===== src/rtl/data_inf_rx_packer.sv =====
// Packs NUM narrow beats (lane 0 first) into one registered word with keep mask; s_last flushes a partial word.
// Word valid one cycle after the completing beat; beats stall only while a word is held and m_ready is low.
module data_inf_rx_packer #(
  parameter int DSIZE = 8,
  parameter int NUM   = 4,
  parameter int CNT_W = 16
) (
  input  logic                   clock,
  input  logic                   rst,
  input  logic                   s_valid,
  output logic                   s_ready,
  input  logic [DSIZE-1:0]       s_data,
  input  logic                   s_last,
  output logic                   m_valid,
  input  logic                   m_ready,
  output logic [DSIZE*NUM-1:0]   m_data,
  output logic [NUM-1:0]         m_keep,
  output logic                   m_last,
  output logic [CNT_W-1:0]       frame_cnt
);

  localparam int IDX_W = (NUM > 1) ? $clog2(NUM) : 1;
  localparam logic [IDX_W-1:0] LAST_IDX = IDX_W'(NUM - 1);

  typedef enum logic {IDLE, FILL} state_t;

  state_t                 state, state_nxt;
  logic [IDX_W-1:0]       idx, idx_nxt, cur_idx;
  logic [DSIZE*NUM-1:0]   acc, acc_nxt, merged;
  logic [NUM-1:0]         keep_nxt;
  logic                   beat_take, word_take, complete;

  assign s_ready   = !m_valid || m_ready;
  assign beat_take = s_valid && s_ready;
  assign word_take = m_valid && m_ready;

  always_comb begin
    state_nxt = state;
    idx_nxt   = idx;
    acc_nxt   = acc;
    // IDLE always fills lane 0, regardless of any stale index
    cur_idx   = (state == IDLE) ? '0 : idx;
    merged    = acc;
    merged[cur_idx*DSIZE +: DSIZE] = s_data;
    keep_nxt  = '0;
    for (int i = 0; i < NUM; i++) begin
      keep_nxt[i] = (IDX_W'(i) <= cur_idx);
    end
    complete  = beat_take && (s_last || (cur_idx == LAST_IDX));
    if (beat_take) begin
      if (complete) begin
        state_nxt = IDLE;
        idx_nxt   = '0;
        acc_nxt   = '0;
      end else begin
        state_nxt = FILL;
        idx_nxt   = cur_idx + IDX_W'(1);
        acc_nxt   = merged;
      end
    end
  end

  always_ff @(posedge clock or posedge rst) begin
    if (rst) begin
      state <= IDLE;
      idx   <= '0;
      acc   <= '0;
    end else begin
      state <= state_nxt;
      idx   <= idx_nxt;
      acc   <= acc_nxt;
    end
  end

  // A completing beat may reload the output in the same edge the old word leaves
  always_ff @(posedge clock or posedge rst) begin
    if (rst) begin
      m_valid   <= 1'b0;
      m_data    <= '0;
      m_keep    <= '0;
      m_last    <= 1'b0;
      frame_cnt <= '0;
    end else begin
      if (complete) begin
        m_valid <= 1'b1;
        m_data  <= merged;
        m_keep  <= keep_nxt;
        m_last  <= s_last;
      end else if (word_take) begin
        m_valid <= 1'b0;
      end
      if (word_take && m_last) begin
        frame_cnt <= frame_cnt + CNT_W'(1);
      end
    end
  end

endmodule


===== config.mk =====
export PLATFORM = sky130hd
export DESIGN_NAME = data_inf_rx_packer
export DESIGN_NICKNAME = d
export VERILOG_FILES = /design/src/rtl/data_inf_rx_packer.sv
export SDC_FILE = /design/constraint.sdc
export NUM_CORES = 1
export LEC_CHECK = 0
export ABC_AREA = 0
export ABC_CLOCK_PERIOD_IN_PS = 3700
export CAP_MARGIN = 0
export CORE_MARGIN = 2
export CORE_UTILIZATION = 55
export CTS_BUF_LIST = sky130_fd_sc_hd__clkbuf_8
export DETAILED_ROUTE_END_ITERATION = 10
export HOLD_SLACK_MARGIN = 0.06
export PLACE_DENSITY = 0.9
export RECOVER_POWER = 25
export SLEW_MARGIN = 0
export SYNTH_ARGS = -nofsm -noshare
export SYNTH_HDL_FRONTEND = slang
export SYNTH_SLANG_ARGS = --single-unit

===== constraint.sdc =====
create_clock -name clock -period 3.7 [get_ports clock]
set_input_delay 0.37 -clock clock [delete_from_list [all_inputs] [get_ports clock]]
set_output_delay 0.37 -clock clock [all_outputs]
set_load 0.005 [all_outputs]

==> impl_metrics.yaml, run 1 <==
worst_setup_path:
  slowest_delay_ns: 0.51
  arrival_ns: 2.90
  path_max_fanout: 35
  end_kind: "flip-flop"
  critPathSlowestCell: "nand3_2"
  cp_cell_sequence: "and2_1 -> ha_1 -> or2_2 -> nand3_2 -> buf_4 -> nand2_1 -> o21ai_0"
  cp_num_buf_inv: 1
  cp_top_family: "simple AND/OR/NAND/NOR gates"
  required_ns: 3.92
  worstSetupStartpointType: "flip-flop"
  worstSetupPathType: "flip-flop to flip-flop"
clocking:
  ctsResizeCount: 0
  cts_tree: "built"
  clockBufferDepth: 2
  post_cts_buffers: 0
  hold_buffers: 0
  clkSinkCount: 89
  htreeDepth: 3
  cts.reportedPaths.clkPinSlew_ns: 0.09
  clock_latency_ns: 0.36
  cts_buffers: 9
  cts-root-buf: "clkbuf_8"
synthesis:
  synthesis.area_sq_mm: 0.00390
  synthesis.nets: 362
  ys_warn_count: 0
  synthTopCellsByArea: "dfrtp_1 57%, a22o_1 7.6%, nand2_1 4.0%"
  syn_inst: 344
  seq_area_frac_synth_pct: 57.1
  synth.top_cell.area_share_pct: 57.1
  synth_commonest_cells: "89 x dfrtp_1, 42 x nand2_1, 34 x a22o_1, 25 x o21ai_0, 16 x a21oi_1"
  synth_edf_count: 0
  yosys_most_used_dff: "dfrtp_1"
  synth_most_common_cell: "dfrtp_1"
  synthArstFlopShare_pct: 100
  synth-seq-cells: 89
  yosys.area.top_type: "dfrtp_1"
  syn_area_per_cell_sq_um: 11.3
  synthDistinctLibCells: 42
timing:
  setup_viol: 0
  fin_crit_ns: 2.67
  rsz0062_at_grt: "no"
  clock_skew_ns: 0.00864
  tightest_slew_ns: 2.36
  tns_ns: 0
  holdWs_ns: 0.477
  layout_setup_ws_ns: 1.03
  final_hold_viol_count: 0
  maxSlewHeadroom_pct: -58.3
  min_period_over_period_pct: 72.3
  slew_viol_final: 55
  fmax_mhz: 374
drt:
  ant_nets: 0
  vias_per_cell: 5.75
  drt_wl_total_microns: 8750
  drtIter0Drc: 267
  drcViolationCount: 0
  route.detailed.wl_per_inst_microns: 17.4
  firstDrtPassIters: 4
  vias: 2887
floorplan:
  dieArea_sq_mm: 0.00778
  initial_core_util_pct: 57.1
  die_w_microns: 88.2
  fp.coreArea_sq_mm: 0.00683
  row_count: 30
  die_h_microns: 88.2
  io_pins: 68
cells_and_area:
  antennaDiodeCount: 0
  final_util_pct: 69.9
  syn_to_final_growth_pct: 22.5
  fin_nets: 419
  drive_gt1_share_pct: 9.36
power_and_ir_drop:
  power_mw: 2.17
  power_density_mw_per_mm2: 454
  vdd_drop_max_mv: 0.247
  p_leak_nw: 2.12
hold_path:
  min-delay-path-class: "flip-flop to flip-flop"
global_route:
  grt_max_degree: 56
  overflow: 0
  grtUsageTotal_pct: 24.4
  first_global_vias: 2831
  grt_first_pass_wirelength_microns: 14300
  antenna_found_initial: 0
placed_design:
  place_ws_ns: 1.10
  globalplace.congestion: 0.913
  numPortBuffers: 67
  hpwlAfterDp_microns: 5920
status:
  violations: "max-capacitance violations, max-slew violations"
  status: "finished with violations"
flow_run:
  cap_violations: 1
[final timing paths]
path | to | slack [ns] | depth (start not counted) | startpoint
setup reg to reg | m_data[7] | 1.03 | 7 | state
setup / recovery | m_data[7] | 1.03 | 7 | state
max in group asynchronous | m_data[22] | 1.53 | 2 | rst
hold / removal | m_keep[0] | 0.48 | 1 | m_keep[0]
min in group asynchronous | frame_cnt[15] | 1.10 | 2 | rst
hold reg to reg | m_keep[0] | 0.48 | 1 | m_keep[0]
[cell usage in the layout, fill, tap and decap left out, drive strengths merged, types with 5 or more instances in the layout]
| master | synthesis | routed |
|---|---|---|
| xor2 | 7 | 7 |
| o21ai | 28 | 28 |
| nand2 | 44 | 44 |
| inv | 6 | 8 |
| a32oi | 8 | 8 |
| nand3 | 17 | 17 |
| ha | 5 | 5 |
| and3 | 10 | 10 |
| a2bb2oi | 8 | 8 |
| clkdlybuf4s50 | 0 | 65 |
| clkbuf | 3 | 10 |
| a22o | 34 | 34 |
| dfrtp | 89 | 89 |
| a21oi | 16 | 16 |
| nor2 | 8 | 8 |
| xnor2 | 8 | 8 |
| a22oi | 8 | 8 |
[cells by family after synthesis]
| group | count (synthesis) | synth area share [%] |
|---|---|---|
| AO/OA/AOI/OAI | 105 | 19.3 |
| AND/OR/NAND/NOR | 99 | 14.1 |
| flip-flops | 89 | 57.1 |
| buffers and inverters | 29 | 3.91 |
| XOR/XNOR | 15 | 3.37 |
| adder cells (fa/ha/maj) | 5 | 1.60 |
| multiplexers | 2 | 0.577 |
[final cells by class]
class,instances,area (sq um)
flip-flops and latches,89,2230
multi-input cells,226,1520
fillers,527,2060
clock inverters,6,48.8
repair buffers,69,698
clock buffers,10,138
inverters,6,23.8
well taps,96,120
[power by group]
group          switching (mW)  internal [mW]  leakage, nW
sequential             0.0787           1.06         1.19
combinational           0.193          0.212        0.834
clock                   0.355          0.271       0.0976
[registers in the layout, summed over array words and instances (netlist names)]
register,count
acc,32
m_data,32
frame_cnt,16
m_keep,4
idx,2
m_last,1
m_valid,1
state,1
[routing by layer]
metal / global-route usage [%] / part of all wire (%)
met1: 34.8 / 43
met2: 36.6 / 48
met3: 5.66 / 7.3
met4: 9.64 / 2.0
met5: 0 / 0
[per-stage QoR]
stage,area (sq um),cells
floorplan,3900,344
detailed placement,4590,486
CTS,4780,502
global placement,4590,486
finish,4780,502
global route,4780,502
(Power assumes the default switching activity.)
==> inputs of run 2 (changes only) <==
--- a/config.mk
+++ b/config.mk
@@ -6,14 +6,14 @@
 export NUM_CORES = 1
 export LEC_CHECK = 0
 export ABC_AREA = 0
-export ABC_CLOCK_PERIOD_IN_PS = 3700
+export ABC_CLOCK_PERIOD_IN_PS = 2200
 export CAP_MARGIN = 0
 export CORE_MARGIN = 2
-export CORE_UTILIZATION = 55
+export CORE_UTILIZATION = 49
 export CTS_BUF_LIST = sky130_fd_sc_hd__clkbuf_8
 export DETAILED_ROUTE_END_ITERATION = 10
 export HOLD_SLACK_MARGIN = 0.06
-export PLACE_DENSITY = 0.9
+export PLACE_DENSITY = 0.85
 export RECOVER_POWER = 25
 export SLEW_MARGIN = 0
 export SYNTH_ARGS = -nofsm -noshare
==> constraint.sdc (replaced) <==
create_clock -name clock -period 2.2 [get_ports clock]
set_input_delay 0.22 -clock clock [delete_from_list [all_inputs] [get_ports clock]]
set_output_delay 0.22 -clock clock [all_outputs]
set_load 0.005 [all_outputs]
==> impl_metrics.yaml, run 2 (synthesis gave the netlist of run 1 again) <==
worst_setup_path:
  reg2reg_from: "idx[0]"
  r2r_end: "acc[5]"
  worstSetupPathType: "flip-flop to flip-flop"
  required_ns: 2.49
  worstSetupStartpointType: "flip-flop"
  rrSetupSlack_ns: 0.14
  ff2ff_path_depth: 7
  end_kind: "flip-flop"
  path_max_fanout: 8
  arrival_ns: 2.36
placed_design:
  numPortBuffers: 67
  place_ws_ns: 0.151
  dpl_cell_area_sq_mm: 0.00467
  hpwlAfterDp_microns: 5970
  placed_cells_incl_taps: 502
  globalplace.congestion: 0.919
cells_and_area:
  layout_common_cells: "89 x dfrtp_1, 66 x clkdlybuf4s50_1, 42 x nand2_1"
  antennaDiodeCount: 0
  syn_to_final_growth_pct: 24.2
  regArea_sq_mm: 0.00223
  multi_input_area_sq_mm: 0.00153
  largest_registers: "acc x32, m_data x32, frame_cnt x16"
  final_area_sq_mm: 0.00484
  fin_nets: 429
  fillers: 592
  layout_commonest_cell: "dfrtp_1"
  final_util_pct: 62.7
  instances_no_fill: 517
  drive_gt1_share_pct: 11.3
timing:
  min_period_over_period_pct: 93.8
  clock_skew_ns: 0.00977
  final_hold_viol_count: 0
  rsz0062_at_grt: "no"
  fin_crit_ns: 2.06
  slew_viol_final: 0
  fmax_mhz: 485
  tns_ns: 0
  setup_viol: 0
  holdWs_ns: 0.469
  maxSlewHeadroom_pct: 16.0
  tightest_slew_ns: 1.26
  layout_setup_ws_ns: 0.136
global_route:
  grtUsageMet2_pct: 32.0
  antenna_found_initial: 0
  overflow: 0
  first_global_vias: 2874
  globalRouteMet1Util_pct: 31.6
  grt_first_pass_wirelength_microns: 14600
  gr-usage-met3_pct: 2.66
  grt_max_degree: 53
  busiest_layer: "met2"
  grtUsageTotal_pct: 21.4
floorplan:
  die_h_microns: 93.2
  fp.coreArea_sq_mm: 0.00773
  die_w_microns: 93.2
  dieArea_sq_mm: 0.00869
  initial_core_util_pct: 50.5
  row_count: 32
  io_pins: 68
clocking:
  hold_buffers: 0
  clockBufferDepth: 2
  htreeDepth: 3
  cts-root-buf: "clkbuf_8"
  clock_latency_ns: 0.35
  cts_tree: "built"
  cts.reportedPaths.clkPinSlew_ns: 0.08
  cts_buffers: 9
  post_cts_buffers: 0
  clkSinkCount: 89
power_and_ir_drop:
  power_density_mw_per_mm2: 743
  vdd_drop_max_mv: 0.340
  power_mw: 3.60
  p_leak_nw: 2.15
drt:
  route.detailed.wl_per_inst_microns: 17.0
  firstDrtPassIters: 5
  drcViolationCount: 0
  drt_wl_total_microns: 8810
  drtIter0Drc: 186
  vias: 2995
  ant_nets: 0
  vias_per_cell: 5.79
hold_path:
  holdPathStages: 1
  min-delay-path-class: "flip-flop to flip-flop"
  hold_end: "frame_cnt[15]"
  hp-start: "frame_cnt[15]"
status:
  status: "completed"
flow_run:
  cap_violations: 0
==> run 2: cell types whose count changed in the layout (fill, tap and decap cells not counted), moves of 2 or more <==
| cell | previous run | this run |
|---|---|---|
| buf_4 | 1 | 9 |
| inv_6 | 3 | 1 |
| clkbuf_2 | 0 | 2 |
| clkinvlp_4 | 0 | 4 |
==> run 2: how the worst max path moves through the flow <==
stage | startpoint | end | slack (ns) | depth (start not counted)
detailed placement | state | acc[5] | 0.15 | 6
global route | state | acc[5] | 0.02 | 6
global placement | state | acc[12] | 0.22 | 6
CTS | idx[0] | acc[5] | 0.11 | 7
floorplan | state | acc[16] | 0.16 | 7
finish | idx[0] | acc[5] | 0.14 | 7
==> run 2: final cells by class <==
class	count	area share, %
inverter	6	0.542
timing repair buffer	79	15.9
sequential	89	46.0
clock inverter	6	0.930
clock buffer	9	2.56
tap	102	2.63
multi-input combinational	226	31.5
==> run 2: layer usage <==
| layer | vias to the layer above | share of wire, % |
|---|---|---|
| met4 | 0 | 2.3 |
| met5 | - | 0 |
| met2 | 120 | 48 |
| li1 | 1384 | - |
| met3 | 17 | 5.2 |
| met1 | 1474 | 45 |
==> run 2: where the power goes <==
| part | internal, mW | switching (mW) |
|---|---|---|
| clock network | 0.407 | 0.573 |
| registers | 1.78 | 0.137 |
| logic | 0.375 | 0.327 |
==> run 2: repair_timing <==
action / CTS / global route
gates resized for setup: 0 / 1
endpoints found under the hold margin: 0 / 0
setup endpoints to repair: 0 / 12
==> run 2: worst max-delay path, cell delays in order, from the launching register on <==
cell	delay [ns]
dfrtp_1	0.47
nand2_1	0.14
inv_1	0.09
ha_1	0.23
nor2_1	0.30
nand3_2	0.24
nor3_4	0.34
a22o_1	0.19
